==> src/rtl/mul_div_unit_pkg.sv <==
// ---------------------------------------------------------------------------
// mul_div_unit_pkg
//   Shared ISA constants for the HI/LO multiply/divide unit: datapath word
//   width, SPECIAL funct field width and the funct codes the unit decodes.
//   Also holds a small helper that folds a signed operand to its magnitude.
// ---------------------------------------------------------------------------
package mul_div_unit_pkg;

    localparam int WORD = 32;
    localparam int FUN  = 6;

    // SPECIAL-opcode funct codes handled by the HI/LO unit
    localparam logic [FUN-1:0] FUN_MTHI  = 6'h11;
    localparam logic [FUN-1:0] FUN_MTLO  = 6'h13;
    localparam logic [FUN-1:0] FUN_MULT  = 6'h18;
    localparam logic [FUN-1:0] FUN_MULTU = 6'h19;
    localparam logic [FUN-1:0] FUN_DIV   = 6'h1A;
    localparam logic [FUN-1:0] FUN_DIVU  = 6'h1B;

    // Magnitude of v when treated as signed (sgn=1), raw value otherwise.
    // 32'h80000000 maps to itself, which is the correct unsigned magnitude.
    function automatic logic [WORD-1:0] magnitude(input logic [WORD-1:0] v,
                                                  input logic            sgn);
        return (sgn && v[WORD-1]) ? -v : v;
    endfunction

endpackage

==> src/rtl/mul_div_unit.sv <==
// ---------------------------------------------------------------------------
// mul_div_unit
//   Iterative HI/LO unit: MULT/MULTU (shift-add) and DIV/DIVU (restoring
//   shift-subtract), one iteration per cycle for 32 cycles, then a sign-fix
//   cycle that writes HI/LO. MTHI/MTLO write HI/LO directly from IDLE.
//
// Ports
//   clk, rst_n     clock, asynchronous active-low reset
//   start          request qualifier for funct/opA/opB (ignored while busy)
//   funct          SPECIAL funct code
//   opA, opB       rs / rt operand values
//   cancel         abort in-flight op (RUN/FIX); drops start in IDLE
//   busy           high whenever the unit is not IDLE
//   done           one-cycle pulse when a MULT/DIV result lands in HI/LO
//   hi, lo         architectural HI/LO registers
// ---------------------------------------------------------------------------
module mul_div_unit
    import mul_div_unit_pkg::*;
(
    input  logic            clk,
    input  logic            rst_n,
    input  logic            start,
    input  logic [FUN-1:0]  funct,
    input  logic [WORD-1:0] opA,
    input  logic [WORD-1:0] opB,
    input  logic            cancel,
    output logic            busy,
    output logic            done,
    output logic [WORD-1:0] hi,
    output logic [WORD-1:0] lo
);

    typedef enum logic [1:0] {
        IDLE = 2'd0,
        RUN  = 2'd1,
        FIX  = 2'd2
    } state_t;

    state_t            state, state_nxt;
    logic [4:0]        cnt;
    logic [2*WORD-1:0] acc;      // mul: {partial product, multiplier}; div: {remainder, quotient}
    logic [WORD-1:0]   opr;      // multiplicand or divisor magnitude
    logic              is_div;
    logic              neg_a;    // dividend / multiplicand-A was negative (signed ops only)
    logic              neg_b;
    logic              div0;

    // request decode
    logic is_mul_op, is_div_op, is_signed_op, is_arith, accept;
    logic [WORD-1:0] mag_a, mag_b;

    assign is_mul_op    = (funct == FUN_MULT) || (funct == FUN_MULTU);
    assign is_div_op    = (funct == FUN_DIV)  || (funct == FUN_DIVU);
    assign is_signed_op = (funct == FUN_MULT) || (funct == FUN_DIV);
    assign is_arith     = is_mul_op || is_div_op;
    assign accept       = (state == IDLE) && start && !cancel;
    assign mag_a        = magnitude(opA, is_signed_op);
    assign mag_b        = magnitude(opB, is_signed_op);

    // shared 33-bit adder/subtractor and next accumulator value
    logic [WORD:0]     add_a, sum;
    logic [2*WORD-1:0] acc_nxt;

    always_comb begin
        // divide looks at the remainder shifted left by one (brings in the
        // next dividend bit); multiply adds into the upper half directly
        add_a = is_div ? acc[2*WORD-1:WORD-1] : {1'b0, acc[2*WORD-1:WORD]};
        sum   = is_div ? add_a - {1'b0, opr} : add_a + {1'b0, opr};
        if (is_div) begin
            // sum[WORD] set means the trial subtraction borrowed: restore
            if (sum[WORD])
                acc_nxt = {acc[2*WORD-2:0], 1'b0};
            else
                acc_nxt = {sum[WORD-1:0], acc[WORD-2:0], 1'b1};
        end else begin
            if (acc[0])
                acc_nxt = {sum, acc[WORD-1:1]};
            else
                acc_nxt = {1'b0, acc[2*WORD-1:1]};
        end
    end

    // sign correction applied in FIX
    logic [2*WORD-1:0] prod_fix;
    logic [WORD-1:0]   quo_fix, rem_fix;

    always_comb begin
        prod_fix = (neg_a ^ neg_b) ? -acc : acc;
        // divide by zero leaves remainder = |opA| and quotient = all ones;
        // the remainder sign fix below then restores the original opA
        quo_fix  = div0 ? '1
                 : ((neg_a ^ neg_b) ? -acc[WORD-1:0] : acc[WORD-1:0]);
        rem_fix  = neg_a ? -acc[2*WORD-1:WORD] : acc[2*WORD-1:WORD];
    end

    // state register
    always_ff @(posedge clk or negedge rst_n) begin
        if (!rst_n) state <= IDLE;
        else        state <= state_nxt;
    end

    // next state
    always_comb begin
        state_nxt = state;
        case (state)
            IDLE: if (accept && is_arith) state_nxt = RUN;
            RUN:  if (cancel)             state_nxt = IDLE;
                  else if (cnt == 5'd31)  state_nxt = FIX;
            FIX:                          state_nxt = IDLE;
            default:                      state_nxt = IDLE;
        endcase
    end

    assign busy = (state != IDLE);

    // datapath and architectural registers
    always_ff @(posedge clk or negedge rst_n) begin
        if (!rst_n) begin
            cnt    <= '0;
            acc    <= '0;
            opr    <= '0;
            is_div <= 1'b0;
            neg_a  <= 1'b0;
            neg_b  <= 1'b0;
            div0   <= 1'b0;
            hi     <= '0;
            lo     <= '0;
            done   <= 1'b0;
        end else begin
            done <= 1'b0;
            case (state)
                IDLE: begin
                    if (accept && is_arith) begin
                        cnt    <= '0;
                        is_div <= is_div_op;
                        neg_a  <= is_signed_op & opA[WORD-1];
                        neg_b  <= is_signed_op & opB[WORD-1];
                        div0   <= (opB == '0);
                        acc    <= {{WORD{1'b0}}, is_div_op ? mag_a : mag_b};
                        opr    <= is_div_op ? mag_b : mag_a;
                    end else if (accept && funct == FUN_MTHI) begin
                        hi <= opA;
                    end else if (accept && funct == FUN_MTLO) begin
                        lo <= opA;
                    end
                end
                RUN: begin
                    if (!cancel) begin
                        acc <= acc_nxt;
                        cnt <= cnt + 5'd1;
                    end
                end
                FIX: begin
                    if (!cancel) begin
                        if (is_div) begin
                            hi <= rem_fix;
                            lo <= quo_fix;
                        end else begin
                            hi <= prod_fix[2*WORD-1:WORD];
                            lo <= prod_fix[WORD-1:0];
                        end
                        done <= 1'b1;
                    end
                end
                default: ;
            endcase
        end
    end

endmodule

==> config.mk <==
export PLATFORM = sky130hd
export DESIGN_NAME = mul_div_unit
export DESIGN_NICKNAME = d
export VERILOG_FILES = /design/src/rtl/mul_div_unit_pkg.sv /design/src/rtl/mul_div_unit.sv
export SDC_FILE = /design/constraint.sdc
export NUM_CORES = 1
export LEC_CHECK = 0
export CELL_PAD_IN_SITES_DETAIL_PLACEMENT = 1
export CELL_PAD_IN_SITES_GLOBAL_PLACEMENT = 1
export CORE_MARGIN = 1.5
export CORE_UTILIZATION = 44
export CTS_BUF_LIST = sky130_fd_sc_hd__clkbuf_16
export DETAILED_ROUTE_END_ITERATION = 16
export GPL_ROUTABILITY_DRIVEN = 0
export GPL_TIMING_DRIVEN = 1
export PLACE_DENSITY_LB_ADDON = 0.1
export SLEW_MARGIN = 20
export SYNTH_ARGS = -nofsm -noshare
export SYNTH_HDL_FRONTEND = slang
export SYNTH_SLANG_ARGS = --single-unit
==> constraint.sdc <==
create_clock -name clk -period 5.6 [get_ports clk]
set_input_delay 1.12 -clock clk [delete_from_list [all_inputs] [get_ports clk]]
set_output_delay 1.12 -clock clk [all_outputs]
set_load 0.02 [all_outputs]
==> flow_metrics.tcl <==
set metrics [dict create \
    tritoncts "yes" \
    fill_cells 3941 \
    worstSetupPathType "flop to flop" \
    hold_path_startpoint "lo[12]" \
    rr_endpoint "acc[50]" \
    syn_area_sq_um 14400 \
    main_combinational_cell_family_by_area_after_synthesis "compound AO/OA/AOI/OAI gates" \
    postSynthAreaPerCell_sq_um 7.91 \
    io_pins 140 \
    count_of_cells_resized_by_post_cts_repair 0 \
    count_of_distinct_cell_types_in_the_synthesized_netlist 76 \
    grt_pass1_vias 14400 \
    synth-seq-cells 172 \
    ff2ff_setup_slack_ps 590 \
    synth_largest_area_cell "sky130_fd_sc_hd__dfrtp_1" \
    timing.max_slew.rel_slack_pct 25.2 \
    cts_buffers 17 \
    cts.sink_count 172 \
    layout.area.seq_sq_um 4310 \
    dp.final_hpwl_um 44300 \
    synthArstFlopShare_pct 100 \
    initial_drc_count 1334 \
    whs_path_depth 2 \
    status "finished clean" \
    setup_viol 0 \
    maximum_number_of_pins_on_one_net_before_global_route_repair 113 \
    floorplan.initialDensity_pct 44.4 \
    area_growth_syn_to_layout_pct 15.6 \
    placement_rows 66 \
    synth.top_cells.by_area "sky130_fd_sc_hd__dfrtp_1 30%, sky130_fd_sc_hd__nand2_1 5.7%, sky130_fd_sc_hd__xnor2_1 5.5%, sky130_fd_sc_hd__o21ai_0 5.2%, sky130_fd_sc_hd__xor2_1 5.1%" \
    reported_max_cap_violation_count 0 \
    ys_warn_count 0 \
    final_worst_path_cycle_share_pct 89.5 \
    clock_tree.htree_level_count 4 \
    wl_per_cell_um 24.7 \
    worst_ir_drop_vdd_v 0.000257 \
    rr_worst_depth 18 \
    viasPerCell 6.35 \
    port_buffer_cells 139 \
    gr-usage-met3_pct 6.36 \
    grt-busiest-layer "met1" \
    clkLatencyLatePin_ps 450 \
    startpoint_type "flop" \
    synth_flop_cell "sky130_fd_sc_hd__dfrtp_1" \
    setup-tns-final_ps 0 \
    grt_antenna_before_repair 0 \
    dr_total_vias 14700 \
    power_leakage_nw 6.85 \
    compound_gate_fraction_of_synth_area_pct 24.0 \
    yosys.area_share.xor_xnor_pct 10.6 \
    grt_setup_unrepaired "false" \
    dieWidth_um 184 \
    share_of_synthesized_cell_area_in_and_or_nand_and_nor_gates_pct 19.8 \
    final_hold_viol_count 0 \
    power_per_cell_area_nw_per_um2 452 \
    area_used_by_multi_input_combinational_logic_sq_um 9490 \
    cts_setup_buffers 0 \
    final_cell_area_sq_um 16600 \
    final.setup_skew_ps 22.8 \
    chipHeight_um 184 \
    core-area_sq_um 32400 \
    grt-ovfl-total 0 \
    area_share_of_the_leading_cell_type_in_the_synthesized_netlist_pct 29.9 \
    min_to "lo[12]" \
    power.sequential.fraction_pct 27.3 \
    slew_violations 0 \
    detail_route.drc_violations 0 \
    switching_share_of_power_pct 49.4 \
    total_switching_power_mw 3.72 \
    drive_gt1_share_pct 6.32 \
    clk_transition_reported_paths_ps 80 \
    cell_internal_power_dissipation_mw 3.81 \
    critical_path.reg2reg.startpoint "opr[3]" \
    synth-adder-area-share_pct 3.53 \
    groute.layer.met1.usage_pct 50.0 \
    synth_mux_area_share_pct 7.73 \
    post_layout_nonfiller_instances 2324 \
    cell_count_after_placement 2292 \
    synth_seq_area_share_pct 29.9 \
    clk_path_buf_depth 2 \
    finalNetCount 1983 \
    number_of_synthesized_flops_with_an_enable_pin 0 \
    fmax_mhz 200 \
    hp-class "flop to flop" \
    clock_tree_root_buffer_cell "sky130_fd_sc_hd__clkbuf_16" \
    ctsHoldBuffers 0 \
    power_frac_clock_pct 15.7 \
    cp_max_fo 41 \
    cp.required_ps 5910 \
    period_minus_slack_ps 5010 \
    cp_data_arrival_time_ps 5320 \
    synth_fp_nets 1932 \
    routed_wl_um 57300 \
    insertedDiodeCount 0 \
    most_frequent_cells_in_the_layout "217 x sky130_fd_sc_hd__nand2_1, 187 x sky130_fd_sc_hd__nor2_1, 171 x sky130_fd_sc_hd__dfrtp_1, 150 x sky130_fd_sc_hd__o21ai_0, 142 x sky130_fd_sc_hd__a21oi_1" \
    comb_power_share_pct 56.9 \
    placedInstanceArea_sq_um 16100 \
    die_area_sq_um 33800 \
    timing.critical_path.to_type "flop" \
    timing_worst_slew_pin_value_ps 1120 \
    ant_nets 0 \
    number_of_detailed_routing_iterations_run_before_antenna_repair 5 \
    grt_first_pass_wirelength_um 87100 \
    most_common_library_cell_in_the_layout_ignoring_fill_and_taps "sky130_fd_sc_hd__nand2_1" \
    synthesis.instances 1818 \
    globalRouteTotalUtil_pct 33.9 \
    grt_use_met2_pct 49.5 \
]
kinds of logic (layout without fill, tap and decap cells):
family,count (synthesis),after routing
xor+xnor,174,174
fa+ha+maj,40,40
buf+inv,162,226
mux,106,106
flops,172,172
simple gates,614,614
compound gates,550,550
layer usage:
metal / wire [um] / share of wire (%)
met4: 1700 / 3.0
met3: 4350 / 7.6
met2: 24100 / 42
met5: 0 / 0
met1: 27100 / 47
flip-flops by register name, summed over array words and instances, names as in the netlist:
register and count:
acc 64, hi 32, lo 32, opr 32, cnt 5, state 2
div0 1, done 1, is_div 1, neg_a 1, neg_b 1
critical path, cell delays in order (launching register included):
cell and delay, ps:
sky130_fd_sc_hd__dfrtp_1 420, sky130_fd_sc_hd__nor2_1 190, sky130_fd_sc_hd__nor4b_1 410, sky130_fd_sc_hd__and3_1 320, sky130_fd_sc_hd__a31oi_1 190, sky130_fd_sc_hd__a21oi_1 510
sky130_fd_sc_hd__o21ai_0 250, sky130_fd_sc_hd__xnor2_1 180, sky130_fd_sc_hd__ha_1 400, sky130_fd_sc_hd__and3_1 240, sky130_fd_sc_hd__nand3_1 110, sky130_fd_sc_hd__nand3b_1 120
sky130_fd_sc_hd__a21oi_1 50, sky130_fd_sc_hd__nor3_1 450, sky130_fd_sc_hd__xor2_4 190, sky130_fd_sc_hd__buf_12 270, sky130_fd_sc_hd__mux2i_1 220, sky130_fd_sc_hd__nor2_1 60
sky130_fd_sc_hd__a221o_1 280
power groups by stage:
stage | Sequential, mW | Clock, mW | Combinational, mW
finish | 2.06 | 1.18 | 4.28
global route | 2.09 | 1.23 | 4.64
CTS | 2.03 | 1.18 | 4.20
detailed placement | 2.05 | 0 | 4.17
global placement | 2.03 | 0 | 4.05
floorplan | 1.78 | 0 | 3.06
synthesized netlist by cell type (all sizes together), types with 3 or more instances:
master and n:
buf 23, nand3 37, dfrtp 172, a311oi 4, nand2b 17, o311ai 5, o221ai 34, a41oi 3
nor2b 11, o22a 3, a211oi 14, nor4 23, nand4 6, or2 3, a31o 3, clkbuf 110
or3 15, nand2 218, xor2 83, a31oi 30, or4 21, nand3b 3, mux2i 66, xnor2 91
and3 9, a21o 15, mux2 40, a221oi 3, inv 29, o21bai 4, o211ai 14, o41ai 17
a21oi 142, o31ai 27, o21a 8, ha 39, nor3b 3, a221o 8, a22oi 13, o21ai 152
o22ai 35, nor2 188, nor3 42, and2 9
area by class of cell:
| type | instances | area share [%] |
|---|---|---|
| timing repair buffer | 165 | 9.70 |
| clock inverter | 15 | 0.760 |
| clock buffer | 17 | 2.56 |
| multi-input combinational | 1484 | 57.1 |
| sequential | 172 | 25.9 |
| tap | 442 | 3.33 |
| inverter | 29 | 0.655 |
worst max path at each step:
stage	start	to	slack (ps)	depth (start not counted)
final	opr[3]	acc[50]	590	18
after global routing	opr[2]	acc[50]	130	18
after CTS	opr[3]	acc[50]	610	18
after detailed placement	opr[3]	acc[50]	680	18
after global placement	opr[3]	acc[50]	780	18
after floorplan	opr[3]	acc[41]	1360	18
through the flow:
step	hold slack, ps	total power [mW]	setup slack [ps]	utilization, %
after floorplan	444	4.84	1360	-
after global placement	464	6.08	781	49.7
after detailed placement	472	6.23	678	49.7
after CTS	487	7.42	613	51.4
after global routing	519	7.96	135	51.4
final	484	7.52	591	51.4
Note: power is estimated with default switching activity, not from simulation.
